`config.mk`:
```
export PLATFORM = sky130hd
export DESIGN_NAME = bit_stuffer
export DESIGN_NICKNAME = d
export VERILOG_FILES = /design/src/rtl/bit_stuffer.sv
export SDC_FILE = /design/constraint.sdc
export NUM_CORES = 1
export LEC_CHECK = 0
export ABC_AREA = 1
export CORE_UTILIZATION = 51
export CTS_BUF_LIST = sky130_fd_sc_hd__clkbuf_16
export DETAILED_ROUTE_END_ITERATION = 10
export PLACE_DENSITY = 0.82
export SETUP_SLACK_MARGIN = 0.15
export SYNTH_ARGS = -nofsm -noshare
export SYNTH_HDL_FRONTEND = slang
export SYNTH_SLANG_ARGS = --single-unit
```
`constraint.sdc`:
```
create_clock -name clock -period 3.3 [get_ports clock]
set_clock_uncertainty 0.1 [all_clocks]
set_input_delay 0.66 -clock clock [delete_from_list [all_inputs] [get_ports clock]]
set_output_delay 0.66 -clock clock [all_outputs]
set_load 0.01 [all_outputs]
```
`src/rtl/bit_stuffer.sv`:
```
// USB transmit-path bit stuffer. It forwards the serial CRC/packet stream and
// inserts a 0 after every RUN_LEN consecutive 1s. While the stuffed bit is
// being emitted it drops ready for one cycle so the upstream holds its bit.
module bit_stuffer #(
    parameter int RUN_LEN = 6,
    parameter int CNT_W   = 8
) (
    input  logic             clock,
    input  logic             reset,
    input  logic             pkt_start,
    input  logic             in_bit,
    input  logic             in_valid,
    output logic             ready,
    output logic             out_bit,
    output logic             out_valid,
    output logic             stuffing,
    output logic [CNT_W-1:0] stuff_cnt
);

    localparam int OW = (RUN_LEN > 1) ? $clog2(RUN_LEN) : 1;
    localparam logic [OW-1:0] RUN_LAST = OW'(RUN_LEN - 1);

    typedef enum logic {PASS, STUFF} state_t;

    state_t           state_reg, state_next;
    logic [OW-1:0]    ones_cnt_reg, ones_cnt_next;
    logic [CNT_W-1:0] stuff_cnt_reg, stuff_cnt_next;
    // ready_reg is the inverse of the "stuff pending" flag: it is low exactly
    // while the STUFF cycle is in progress.
    logic             ready_reg, ready_next;
    logic             out_bit_reg, out_bit_next;
    logic             out_valid_reg, out_valid_next;
    logic             stuffing_reg, stuffing_next;
    logic [OW-1:0]    run_base;
    logic             accept;

    assign accept = in_valid && ready_reg;

    // Next-state and output decode; pkt_start clears the counters first so an
    // accepted bit in the same cycle counts from zero.
    always_comb begin
        state_next     = state_reg;
        ones_cnt_next  = ones_cnt_reg;
        stuff_cnt_next = stuff_cnt_reg;
        ready_next     = ready_reg;
        out_bit_next   = out_bit_reg;
        out_valid_next = 1'b0;
        stuffing_next  = 1'b0;
        run_base       = pkt_start ? '0 : ones_cnt_reg;

        if (pkt_start) begin
            ones_cnt_next  = '0;
            stuff_cnt_next = '0;
        end

        case (state_reg)
            PASS: begin
                if (accept) begin
                    out_bit_next   = in_bit;
                    out_valid_next = 1'b1;
                    if (!in_bit) begin
                        ones_cnt_next = '0;
                    end else if (run_base == RUN_LAST) begin
                        ones_cnt_next = '0;
                        ready_next    = 1'b0;
                        state_next    = STUFF;
                    end else begin
                        ones_cnt_next = run_base + 1'b1;
                    end
                end
            end
            STUFF: begin
                out_bit_next   = 1'b0;
                out_valid_next = 1'b1;
                stuffing_next  = 1'b1;
                // A coincident pkt_start clear wins over the increment.
                if (!pkt_start && (stuff_cnt_reg != '1)) begin
                    stuff_cnt_next = stuff_cnt_reg + 1'b1;
                end
                ready_next     = 1'b1;
                state_next     = PASS;
            end
            default: begin
                state_next = PASS;
                ready_next = 1'b1;
            end
        endcase
    end

    // State register; reset discards any pending stuff.
    always_ff @(posedge clock) begin
        if (reset) begin
            state_reg     <= PASS;
            ones_cnt_reg  <= '0;
            stuff_cnt_reg <= '0;
            ready_reg     <= 1'b1;
            out_bit_reg   <= 1'b0;
            out_valid_reg <= 1'b0;
            stuffing_reg  <= 1'b0;
        end else begin
            state_reg     <= state_next;
            ones_cnt_reg  <= ones_cnt_next;
            stuff_cnt_reg <= stuff_cnt_next;
            ready_reg     <= ready_next;
            out_bit_reg   <= out_bit_next;
            out_valid_reg <= out_valid_next;
            stuffing_reg  <= stuffing_next;
        end
    end

    assign ready     = ready_reg;
    assign out_bit   = out_bit_reg;
    assign out_valid = out_valid_reg;
    assign stuffing  = stuffing_reg;
    assign stuff_cnt = stuff_cnt_reg;

endmodule
```
==> impl_metrics.env <==
export IMPL_viasPerCell=5.13
export IMPL_ys_top_cells_by_count="26 x nand2_1, 18 x nor2_1, 16 x dfxtp_1"
export IMPL_synth_area_leaders="dfxtp_1 42%, nand2_1 13%, nor2_1 8.9%, nand3_1 8.5%, inv_1 5.4%"
export IMPL_maxSlewViolCount=0
export IMPL_drtPass1Iterations=4
export IMPL_seqCellArea_sq_um=320
export IMPL_hold_buffers=0
export IMPL_vias=739
export IMPL_swShare=0.184
export IMPL_internal_power_uw=366
export IMPL_cp_top_family="buffers and inverters"
export IMPL_setup_violations=0
export IMPL_grt_max_degree=12
export IMPL_drive_gt1_frac=0.0853
export IMPL_synth_top_area_share=0.420
export IMPL_maxCapViolCount=0
export IMPL_initial_core_util=0.564
export IMPL_synthAdderAreaFrac=0.0164
export IMPL_end_kind="output pin"
export IMPL_syn_num_nets=118
export IMPL_numPortBuffers=16
export IMPL_grtUsageTotal=0.200
export IMPL_synth_top_family_by_area="simple AND/OR/NAND/NOR gates"
export IMPL_max_stage_delay_ns=0.57
export IMPL_core_sq_um=1350
export IMPL_finalSetupTns_ns=0
export IMPL_syn_area_per_cell_sq_um=6.80
export IMPL_synthFlopType="dfxtp_1"
export IMPL_r2r_start="stuff_cnt[0]$_SDFF_PP0_"
export IMPL_synth_enable_flop_cells=0
export IMPL_die_height_um=40.7
export IMPL_postCtsSetupBuffers=0
export IMPL_fin_crit_ns=1.99
export IMPL_grt_pass1_wl_um=2170
export IMPL_finalWorstSetupSlack_ns=1.31
export IMPL_initialDrtViolationCount=11
export IMPL_clkTransAtPathRegs_ns=0.05
export IMPL_overflow=0
export IMPL_min_path_type="reg -> reg"
export IMPL_power_switching_uw=82.9
export IMPL_rsz0062_at_grt="false"
export IMPL_die_w_um=40.7
export IMPL_gp_congestion=0.802
export IMPL_hpwlAfterDp_um=1130
export IMPL_antenna_left=0
export IMPL_dieArea_sq_um=1650
export IMPL_critPathLaunchType="flip-flop"
export IMPL_status="finished clean"
export IMPL_fillCellCount=116
export IMPL_clock_path_buffers=2
export IMPL_grt_pass1_vias=551
export IMPL_worst_path_max_delay_cell="clkdlybuf4s50_1"
export IMPL_largest_reg_flops=8
export IMPL_placedCellCount=140
export IMPL_synth_async_reset_ratio=0
export IMPL_final_instance_count_excl_fill=144
export IMPL_syn_to_final_growth_pct=31.2
export IMPL_arrival_ns=1.23
export IMPL_synth_compound_area_frac=0.0722
export IMPL_cts_root_buf="clkbuf_16"
export IMPL_antenna_found_initial=0
export IMPL_cts_made_buffers=3
export IMPL_syn_inst=112
export IMPL_power_density_nw_per_um2=449
export IMPL_critPathLaunch="stuff_cnt[4]$_SDFF_PP0_"
export IMPL_hold_violations=0
export IMPL_synthSimpleGateAreaFrac=0.396
export IMPL_ir_worst_vdd_mv=0.451
export IMPL_synth_most_common_cell="nand2_1"
export IMPL_ys_seq_elements=16
export IMPL_yosysUniqueCellTypes=21
export IMPL_fin_nets=136
export IMPL_clkPwrFrac=0.512
export IMPL_fp_row_count=13
export IMPL_relSlewSlack=0.718
export IMPL_io_pins=17
export IMPL_multiInputGateArea_sq_um=369
export IMPL_antenna_cells=0
export IMPL_drt_wl_total_um=1550
export IMPL_synth_xor_area_share=0
export IMPL_yosys_warnings=0
export IMPL_wl_per_cell_um=10.8
export IMPL_worstHoldStart="out_bit$_SDFFE_PP0P_"
export IMPL_yosys_area_top_type="dfxtp_1"
export IMPL_drc=0
export IMPL_cts_resized=0
export IMPL_path_buf_inv=1
export IMPL_pre_cts_ws_ns=1.33
export IMPL_yosys_mux_area_fraction=0
export IMPL_crit_type="reg -> out"
export IMPL_clock_latency_ns=0.24
export IMPL_cts_max_level=1
export IMPL_clock_sinks=16
export IMPL_tightest_slew_ns=0.422
export IMPL_path_max_fanout=5
export IMPL_p_leak_nw=0.404
export IMPL_pwr_share_comb=0.051
export IMPL_fin_crit_sh=0.602
export IMPL_pwr_share_seq=0.437
export IMPL_clock_fmax_mhz=504
export IMPL_required_ns=2.54
export IMPL_mappedNetlistArea_sq_um=762
export IMPL_cp_cell_sequence="clkdlybuf4s50_1"
export IMPL_yosysSeqAreaShare=0.420
export IMPL_cts_tree="done"
==> worst min-delay path, cell delays in order, from the launching register on <==
cell and delay (ns):
dfxtp_1 0.30, nand3_1 0.07, nand2_1 0.05
==> power groups by stage <==
stage	combinational, mW	sequential, mW	clock, mW
after detailed placement	0.0226	0.200	0
after global routing	0.0249	0.196	0.244
final	0.0230	0.196	0.230
after global placement	0.0224	0.200	0
after floorplan	0.0114	0.201	0
after CTS	0.0228	0.196	0.234
==> layer usage <==
layer	track usage	vias up	share of wire	routed length (um)
met5	0	-	0	0
met4	0.0750	0	0.0084	13
met3	0.0489	2	0.025	38
met2	0.349	11	0.48	749
met1	0.232	337	0.48	746
li1	-	389	-	-
==> cells in the final DEF, fill, tap and decap left out, types with 2 or more instances in the layout <==
cell type and n:
nand3_1 13, nor3_1 2, nand2_1 26, a21oi_1 6
clkbuf_16 3, clkinv_1 2, inv_1 11, dfxtp_1 16
nand2_2 3, nor2_1 18, clkdlybuf4s50_1 16, inv_2 2
nand4_1 4
==> area by class of cell <==
| type | instances | area share |
|---|---|---|
| multi-input cells | 79 | 0.369 |
| flip-flops and latches | 16 | 0.320 |
| repair buffers | 16 | 0.160 |
| clock buffers | 3 | 0.0751 |
| inverters | 14 | 0.0526 |
| well taps | 15 | 0.0188 |
| clock inverters | 1 | 0.00375 |
==> logic make-up after synthesis <==
logic type,count (synthesis)
AO/OA/AOI/OAI,10
adder cells (fa/ha/maj),1
flip-flops,16
AND/OR/NAND/NOR,68
buffers and inverters,17
==> metrics by stage <==
| stage | utilization | cell area, sq um | hold WS [ns] | total power [mW] |
|---|---|---|---|---|
| 2_1_floorplan | - | 762 | 0.338 | 0.212 |
| 3_3_place_gp | 0.682 | 921 | 0.361 | 0.223 |
| 3_5_place_dp | 0.682 | 921 | 0.363 | 0.223 |
| 4_1_cts | 0.741 | 1000 | 0.372 | 0.453 |
| 5_1_grt | 0.741 | 1000 | 0.402 | 0.465 |
| 6_report | 0.741 | 1000 | 0.367 | 0.449 |
==> final timing paths <==
check	endpoint	slack, ns	cells after the start
min	out_bit$_SDFFE_PP0P_	0.37	2
min reg2reg	out_bit$_SDFFE_PP0P_	0.37	2
max reg2reg	stuff_cnt[2]$_SDFF_PP0_	1.83	8
max	stuff_cnt[4]	1.31	1
Power figures use the tool's default switching activity.
